--- src/rtl/serial_adder_sipo.sv ---
// Bit-serial adder with carry flip-flop and SIPO result register, LSB first.
// Optional OVERFLOW_FLAG_EN adds a two's-complement overflow output ovf.
module serial_adder_sipo #(
  parameter int unsigned WIDTH = 8
) (
  input  logic             clk,
  input  logic             rst_n,
  input  logic             start,
  input  logic             a_bit,
  input  logic             b_bit,
  input  logic             cin,
  output logic             busy,
  output logic             done,
  output logic [WIDTH-1:0] sum,
`ifdef OVERFLOW_FLAG_EN
  output logic             ovf,
`endif
  output logic             cout
);

  localparam int unsigned CntW = (WIDTH > 2) ? $clog2(WIDTH) : 1;
  localparam logic [CntW-1:0] LastCnt = CntW'(WIDTH - 1);

  typedef enum logic [1:0] {StIdle, StAdd, StDone} state_e;

  state_e          state;
  logic            carry;
  logic [CntW-1:0] cnt;
  logic            s_bit;
  logic            c_next;

  assign s_bit  = a_bit ^ b_bit ^ carry;
  assign c_next = (a_bit & b_bit) | (a_bit & carry) | (b_bit & carry);

  always_ff @(posedge clk or negedge rst_n) begin
    if (!rst_n) begin
      state <= StIdle;
      carry <= 1'b0;
      cnt   <= '0;
      busy  <= 1'b0;
      done  <= 1'b0;
      sum   <= '0;
      cout  <= 1'b0;
`ifdef OVERFLOW_FLAG_EN
      ovf   <= 1'b0;
`endif
    end else begin
      unique case (state)
        StIdle: begin
          done <= 1'b0;
          if (start) begin
            state <= StAdd;
            carry <= cin;
            cnt   <= '0;
            sum   <= '0;
            busy  <= 1'b1;
          end
        end
        StAdd: begin
          sum   <= {s_bit, sum[WIDTH-1:1]};
          carry <= c_next;
          cnt   <= cnt + 1'b1;
          if (cnt == LastCnt) begin
            state <= StDone;
            busy  <= 1'b0;
            done  <= 1'b1;
            cout  <= c_next;
`ifdef OVERFLOW_FLAG_EN
            // carry here is the carry into the MSB position
            ovf   <= carry ^ c_next;
`endif
          end
        end
        StDone: begin
          state <= StIdle;
          done  <= 1'b0;
        end
        default: state <= StIdle;
      endcase
    end
  end

endmodule

--- config.mk ---
export PLATFORM = sky130hd
export DESIGN_NAME = serial_adder_sipo
export DESIGN_NICKNAME = d
export VERILOG_FILES = /design/src/rtl/serial_adder_sipo.sv
export SDC_FILE = /design/constraint.sdc
export NUM_CORES = 1
export LEC_CHECK = 0
export CAP_MARGIN = 20
export CORE_ASPECT_RATIO = 1.25
export CORE_MARGIN = 2
export CORE_UTILIZATION = 46
export CTS_BUF_LIST = sky130_fd_sc_hd__clkbuf_4 sky130_fd_sc_hd__clkbuf_8 sky130_fd_sc_hd__clkbuf_16
export DETAILED_ROUTE_END_ITERATION = 10
export PLACE_DENSITY = 0.78
export SYNTH_ARGS = -nofsm -noshare
export SYNTH_HDL_FRONTEND = slang
export SYNTH_SLANG_ARGS = --single-unit
--- constraint.sdc ---
create_clock -name clk -period 1.85 [get_ports clk]
set_clock_uncertainty 0.15 [all_clocks]
set_input_delay 0.37 -clock clk [delete_from_list [all_inputs] [get_ports clk]]
set_output_delay 0.37 -clock clk [all_outputs]
set_load 0.02 [all_outputs]
==> results of run 1 <==
[registers in the layout, summed over array words and instances, names as in the netlist]
signal,flops
busy,1
carry,1
cnt,3
cout,1
done,1
state,2
sum,8
[cell usage after synthesis]
| library cell | count |
|---|---|
| nor2b_4 | 1 |
| buf_6 | 3 |
| a21oi_1 | 2 |
| nor4b_1 | 1 |
| inv_1 | 6 |
| dfrtp_1 | 17 |
| a22o_1 | 3 |
| nor2b_1 | 1 |
| fa_1 | 1 |
| nand3b_1 | 1 |
| mux2i_1 | 1 |
| nand2_1 | 4 |
| nor2_1 | 1 |
| ha_1 | 2 |
| o21ai_0 | 5 |
| o21bai_4 | 1 |
| a22o_2 | 6 |
| a221oi_2 | 1 |
[kinds of logic (layout without fill, tap and decap cells)]
logic type                 Yosys count  in the layout
AOI/OAI and AO/OA                   18             18
adders and majority gates            3              3
muxes                                1              1
and+or+nand+nor                      9              9
DFF                                 17             17
buffers and inverters                9             27
[final timing paths]
path	slack (ns)	cells after the start	from	end
max in group asynchronous	1.13	2	rst_n	sum[7]
min reg2reg	0.35	1	cnt[0]	cnt[0]
max reg2reg	0.49	3	cnt[0]	cnt[2]
max	0.04	1	sum[4]	sum[4]
min in group clk	0.35	1	cnt[0]	cnt[0]
min	0.23	2	rst_n	sum[3]
[through the flow]
stage	cell area (um^2)	cells	TNS (ns)	total power [W]
after floorplan	747.0	57	0	0.001171
after global placement	903.4	89	0	0.001401
after detailed placement	903.4	89	-0.01912	0.001443
after CTS	930.9	93	0	0.001645
after global routing	948.4	93	0	0.001739
final	948.4	93	0	0.001615
[power groups by stage]
| stage | combinational, W | clock (W) | sequential (W) |
|---|---|---|---|
| 3_5_place_dp | 0.000773 | 0 | 0.000670 |
| 3_3_place_gp | 0.000738 | 0 | 0.000664 |
| 4_1_cts | 0.000772 | 0.000207 | 0.000666 |
| 2_1_floorplan | 0.000407 | 0 | 0.000764 |
| 5_1_grt | 0.000826 | 0.000227 | 0.000687 |
| 6_report | 0.000750 | 0.000203 | 0.000663 |
[final cells by class]
cell class	instances	area [um^2]
multi-input cells	31	265.3
clock buffers	3	22.52
flip-flops and latches	17	425.4
clock inverters	1	5.005
inverters	6	22.52
well taps	18	22.52
fillers	143	593.1
repair buffers	17	185.2
[timing repair]
item,CTS,global route
hold buffers,0,0
hold endpoints to repair,0,0
resized for setup,0,7
endpoints found under the setup margin,0,7
[routing by layer]
layer  track usage  vias to the layer above  wire, um
met5             0                        -         0
met4        0.1034                        0        34
met3       0.02740                        3        66
met2        0.2581                       16       688
met1        0.2303                      252       581
li1              -                      236         -
==> metrics.csv, run 1 <==
stage,metric,value,unit
hold_path,Hold WC Path Type,input port to asynchronous set/reset pin,
floorplanning,FP Rows,16,
cells_and_area,Ant. Diodes,0,
yosys,"Seq/Total Area, Yosys",0.5695,
timing,final hold slack,0.2349,ns
yosys,post-synthesis mux area share,0.01340,
yosys,simple-gate share of the synthesized area,0.07370,
pwr,Switching Fraction,0.3772,
place,DP HPWL,957.4,um
critical_path,Worst setup EP type,output port,
global_route,Tot GR Track Use,0.1745,
clock_tree,clock latency on the worst-skew pair,0.30,ns
pwr,Flop pwr share,0.410,
critical_path,CP max stage cell,clkdlybuf4s50_1,
timing,RSZ-0062 raised after global routing,false,
critical_path,buffers and inverters on the worst path,1,
cells_and_area,Util after Layout,0.6153,
run,# Max-Cap Violations,0,
pwr,Static Leak,0.5217,nW
drt,Pre-antenna DRT Iters,2,
floorplanning,die span in x,40.04,um
cells_and_area,"most common cell after layout, fill and taps aside",dfrtp_1,
critical_path,worst-path maximum fanout,3,
critical_path,"delay-heaviest family, CP",buffers and inverters,
clock_tree,CTS tree,yes,
clock_tree,Clock Pin Slew Worst Setup and Hold Paths,0.10,ns
clock_tree,clk sinks,17,
pwr,Logic pwr share,0.464,
drt,vias,507,
yosys,post-synthesis average cell area,13.10,um^2
clock_tree,CTS Buf Count,3,
timing,Tmin final,1.808,ns
yosys,synth warn,0,
critical_path,worst stage delay on the critical path,0.61,ns
clock_tree,Clock H-tree levels,1,
floorplanning,Core Area,1541,um^2
critical_path,CP Launch Type,flop,
critical_path,worst-path cell chain,clkdlybuf4s50_1,
floorplanning,Die Y,49.06,um
pwr,VDD IR-drop max,0.8097,mV
floorplanning,Die Area,1964,um^2
cells_and_area,Syn-to-layout area delta,26.97,%
timing,"Setup violations, final",0,
global_route,grt ovf,0,
critical_path,CP Class,flop to output port,
clock_tree,Max Root-Sink Buffers,2,
yosys,largest family of logic cells by synthesized area,compound AO/OA/AOI/OAI gates,
yosys,Synth top area share,0.5695,
clock_tree,Post-CTS Setup Inserts,0,
global_route,vias in the first global route,534,
yosys,Yosys reg bits,17,
clock_tree,root buf cell,clkbuf_4,
pwr,internal power,0.001006,W
yosys,top cell type by total area after synthesis,dfrtp_1,
pwr,P_sw,0.0006093,W
timing,final period utilization,0.9773,
cells_and_area,"commonest non-fill, non-tap cells in the layout","dfrtp_1 (17), clkdlybuf4s50_1 (9), dlymetal6s2s_1 (7), inv_1 (6), a22o_2 (6)",
yosys,post-synth cell types,18,
timing,fin. max-slew vios,0,
yosys,Post-Synthesis Net Count,66,
yosys,Synth Cell Area,747.0,um^2
run_status,status,"complete, no violations",
place,RD Place Congestion,0.7215,
pwr,PD cells,1703,nW/um^2
place,port buffer count,16,
floorplanning,Initial Utilization,0.4846,
floorplanning,num ports,17,
drt,WL per Instance,14.73,um
yosys,synth top area cells,"dfrtp_1 (57%), a22o_2 (8.0%), buf_6 (4.5%)",
drt,WL final,1370,um
global_route,global-route wire length before repair,2297,um
global_route,largest net degree at the start of global routing,18,
pwr,clock share of power,0.126,
yosys,post-synthesis xor/xnor area fraction,0,
drt,DRC,0,
place,pre-CTS setup slack,-0.01912,ns
yosys,synthesized-area fraction occupied by adder cells,0.06030,
timing,PnR worst setup slack,0.04205,ns
yosys,Compound-Gate Fraction of Synth Area,0.2077,
critical_path,WP data arrival,1.29,ns
timing,final hold vios,0,
cells_and_area,share of layout cells above drive strength 1,0.1867,
critical_path,"Data required, critical path",1.33,ns
global_route,antenna violations before repair,0,
drt,Final ANT Viol Nets,0,
cells_and_area,nets@finish,85,
timing,fmax,553.1,MHz
timing,Slew @ Worst Pin,0.3525,ns
timing,Rel. slew slack,0.7617,
drt,Vias per Instance,5.452,
yosys,Synth Instances,57,
drt,initial DRC count,2,
Note: power is estimated with default switching activity, not from simulation.
==> inputs of run 2 (changes only) <==
==> constraint.sdc (replaced) <==
create_clock -name clk -period 1.85 [get_ports clk]
set_clock_uncertainty 0.15 [all_clocks]
set_input_delay 0.4625 -clock clk [delete_from_list [all_inputs] [get_ports clk]]
set_output_delay 0.4625 -clock clk [all_outputs]
set_load 0.02 [all_outputs]
==> run 2 against run 1 <==
Count of clock-buffer cells in the layout stayed put. Register-to-register slack hardly changed. Critical path depth is the same. Die area stayed put. Sequential power about the same. Worst hold slack better by 0.087 ns. Largest cell class unchanged. Clock power about the same.
==> metrics.csv, run 2 (synthesized netlist as in run 1, its figures left out) <==
stage,metric,value,unit,change
critical_path,CP max stage cell,dfrtp_1,,
critical_path,CP Launch Type,flop,,
pwr,PD cells,1693,nW/um^2,-0.59%
timing,final setup TNS,0,ns,unchanged
cells_and_area,finished layout cell area,917.1,um^2,-3.3%
hold_path,Hold WC Path Type,input port to asynchronous set/reset pin,,
pwr,internal power,0.0009455,W,-6.0%
critical_path,buffers and inverters on the worst path,1,,unchanged
floorplanning,Core Area,1541,um^2,unchanged
place,DP Area,903.4,um^2,unchanged
clock_tree,CTS tree,yes,,
drt,DRC,0,,unchanged
timing,Tmin final,1.660,ns,-0.1483 ns
global_route,largest net degree at the start of global routing,18,,unchanged
floorplanning,Initial Utilization,0.4846,,unchanged
critical_path,CP Class,flop to output port,,
floorplanning,FP Rows,16,,unchanged
timing,fmax,602.5,MHz,+8.9%
timing,final hold slack,0.3219,ns,+0.08700 ns
timing,Rel. slew slack,0.7617,,unchanged
critical_path,Worst path depth,1,,unchanged
floorplanning,Die Area,1964,um^2,unchanged
cells_and_area,footprint of the multi-input gates,265.3,um^2,unchanged
drt,initial DRC count,2,,unchanged
run_status,status,"complete, no violations",,
critical_path,R2R setup slack,0.48,ns,about the same
clock_tree,clk sinks,17,,unchanged
pwr,VDD IR-drop max,0.7509,mV,-7.3%
drt,WL per Instance,14.22,um,-3.5%
timing,Slew @ Worst Pin,0.3525,ns,unchanged
critical_path,worst-path cell chain,dlygate4sd2_1,,
critical_path,Worst setup EP type,output port,,
cells_and_area,FF/Latch Area,425.4,um^2,unchanged
pwr,Static Leak,0.4622,nW,-11%
cells_and_area,"Most flops, register",sum,,
floorplanning,num ports,17,,unchanged
drt,Vias per Instance,5.398,,-0.99%
floorplanning,Die Y,49.06,um,unchanged
critical_path,"Data required, critical path",1.24,ns,-0.09 ns
cells_and_area,layout filler cell count,144,,+0.70%
timing,final period utilization,0.8971,,-0.08017
cells_and_area,share of layout cells above drive strength 1,0.1867,,unchanged
cells_and_area,nets@finish,85,,unchanged
pwr,Logic pwr share,0.442,,-0.022
critical_path,worst-path maximum fanout,3,,unchanged
global_route,vias in the first global route,528,,-1.1%
floorplanning,die span in x,40.04,um,unchanged
clock_tree,Max Root-Sink Buffers,2,,unchanged
drt,WL final,1322,um,-3.5%
drt,Pre-antenna DRT Iters,4,,+2
global_route,grt ovf,0,,unchanged
place,DP HPWL,957.4,um,unchanged
cells_and_area,"most common cell after layout, fill and taps aside",dfrtp_1,,
cells_and_area,"non-filler cells, final",93,,unchanged
global_route,antenna violations before repair,0,,unchanged
critical_path,WP data arrival,1.05,ns,-0.24 ns
clock_tree,root buf cell,clkbuf_4,,
critical_path,worst stage delay on the critical path,0.42,ns,-0.19 ns
clock_tree,Clock H-tree levels,1,,unchanged
critical_path,Setup crit start,sum[2],,
place,RD Place Congestion,0.7215,,unchanged
place,Placed Instances,89,,unchanged
clock_tree,clock latency on the worst-skew pair,0.30,ns,about the same
timing,fin. max-slew vios,0,,unchanged
global_route,global-route wire length before repair,2283,um,-0.61%
run,# Max-Cap Violations,0,,unchanged
drt,Final ANT Viol Nets,0,,unchanged
cells_and_area,Ant. Diodes,0,,unchanged
critical_path,"delay-heaviest family, CP",flip-flops,,
clock_tree,Clock Pin Slew Worst Setup and Hold Paths,0.10,ns,about the same
cells_and_area,max reg flops,8,,unchanged
pwr,P_sw,0.0006073,W,-0.33%
critical_path,Worst R2R Path Depth,3,,unchanged
pwr,clock share of power,0.133,,+0.007
clock_tree,CTS Buf Count,3,,unchanged
cells_and_area,Top Registers,"sum x8, cnt x3, state x2",,
pwr,Switching Fraction,0.3911,,+0.01389
drt,vias,502,,-0.99%
place,port buffer count,16,,unchanged
pwr,Flop pwr share,0.425,,+0.015
global_route,Tot GR Track Use,0.1736,,-0.0008905
cells_and_area,Syn-to-layout area delta,22.78,%,
cells_and_area,"commonest non-fill, non-tap cells in the layout","dfrtp_1 (17), dlygate4sd2_1 (11), inv_1 (6), a22o_2 (6)",,
timing,RSZ-0062 raised after global routing,false,,
timing,final hold vios,0,,unchanged
timing,"Setup violations, final",0,,unchanged
critical_path,worst reg2reg path startpoint,cnt[0],,
==> run 2: changes by cell type in the layout (fill, tap and decap cells not counted) <==
cell             change
dlymetal6s2s_1       -7
dlygate4sd2_1       +11
clkdlybuf4s50_1      -4
==> run 2: power groups by stage <==
stage,clock [W],combinational [W],sequential [W]
floorplan,0,0.000407,0.000764
global placement,0,0.000738,0.000664
detailed placement,0,0.000773,0.000670
CTS,0.000207,0.000698,0.000662
global route,0.000227,0.000765,0.000685
finish,0.000206,0.000687,0.000660
==> run 2: repair_timing <==
item                                    CTS  global route
endpoints found under the setup margin   11             0
hold buffers                              0             0
buffers inserted                          0             0
resized for setup                        11             0
==> run 2: per-stage QoR <==
step / utilization / power [W] / worst slack (ns)
after CTS: 0.5950 / 0.001568 / 0.1822
after floorplan: - / 0.001171 / 0.4493
after global routing: 0.5950 / 0.001676 / 0.1351
after detailed placement: 0.5860 / 0.001443 / -0.1116
final: 0.5950 / 0.001553 / 0.1904
after global placement: 0.5860 / 0.001401 / -0.02960
==> run 2: path summary, 6_finish.rpt <==
| kind | endpoint |
|---|---|
| min in group clk | cnt[0] |
| worst min-delay path | sum[3] |
| worst min register to register | cnt[0] |
| max in group asynchronous | sum[7] |
| worst max-delay path | sum[2] |
| worst max register to register | cnt[2] |
==> run 2: final cells by class <==
type	instances	share of cell area
Tap cell	18	0.02456
Multi-Input combinational cell	31	0.2892
Clock buffer	3	0.02456
Inverter	6	0.02456
Timing Repair Buffer	17	0.1678
Clock inverter	1	0.005457
Sequential cell	17	0.4638
==> run 2: layer usage <==
metal,GRT usage,wire (um),part of all wire,vias up
li1,-,-,-,235
met1,0.2273,588,0.44,248
met2,0.2581,635,0.48,16
met3,0.02740,63,0.048,3
met4,0.1034,34,0.026,0
met5,0,0,0,-
==> inputs of run 3 (changes only) <==
SKIP_LAST_GASP = 1   (was default)
==> results of run 3 <==
Final layout, timing and power as in run 2 (identical DEF).
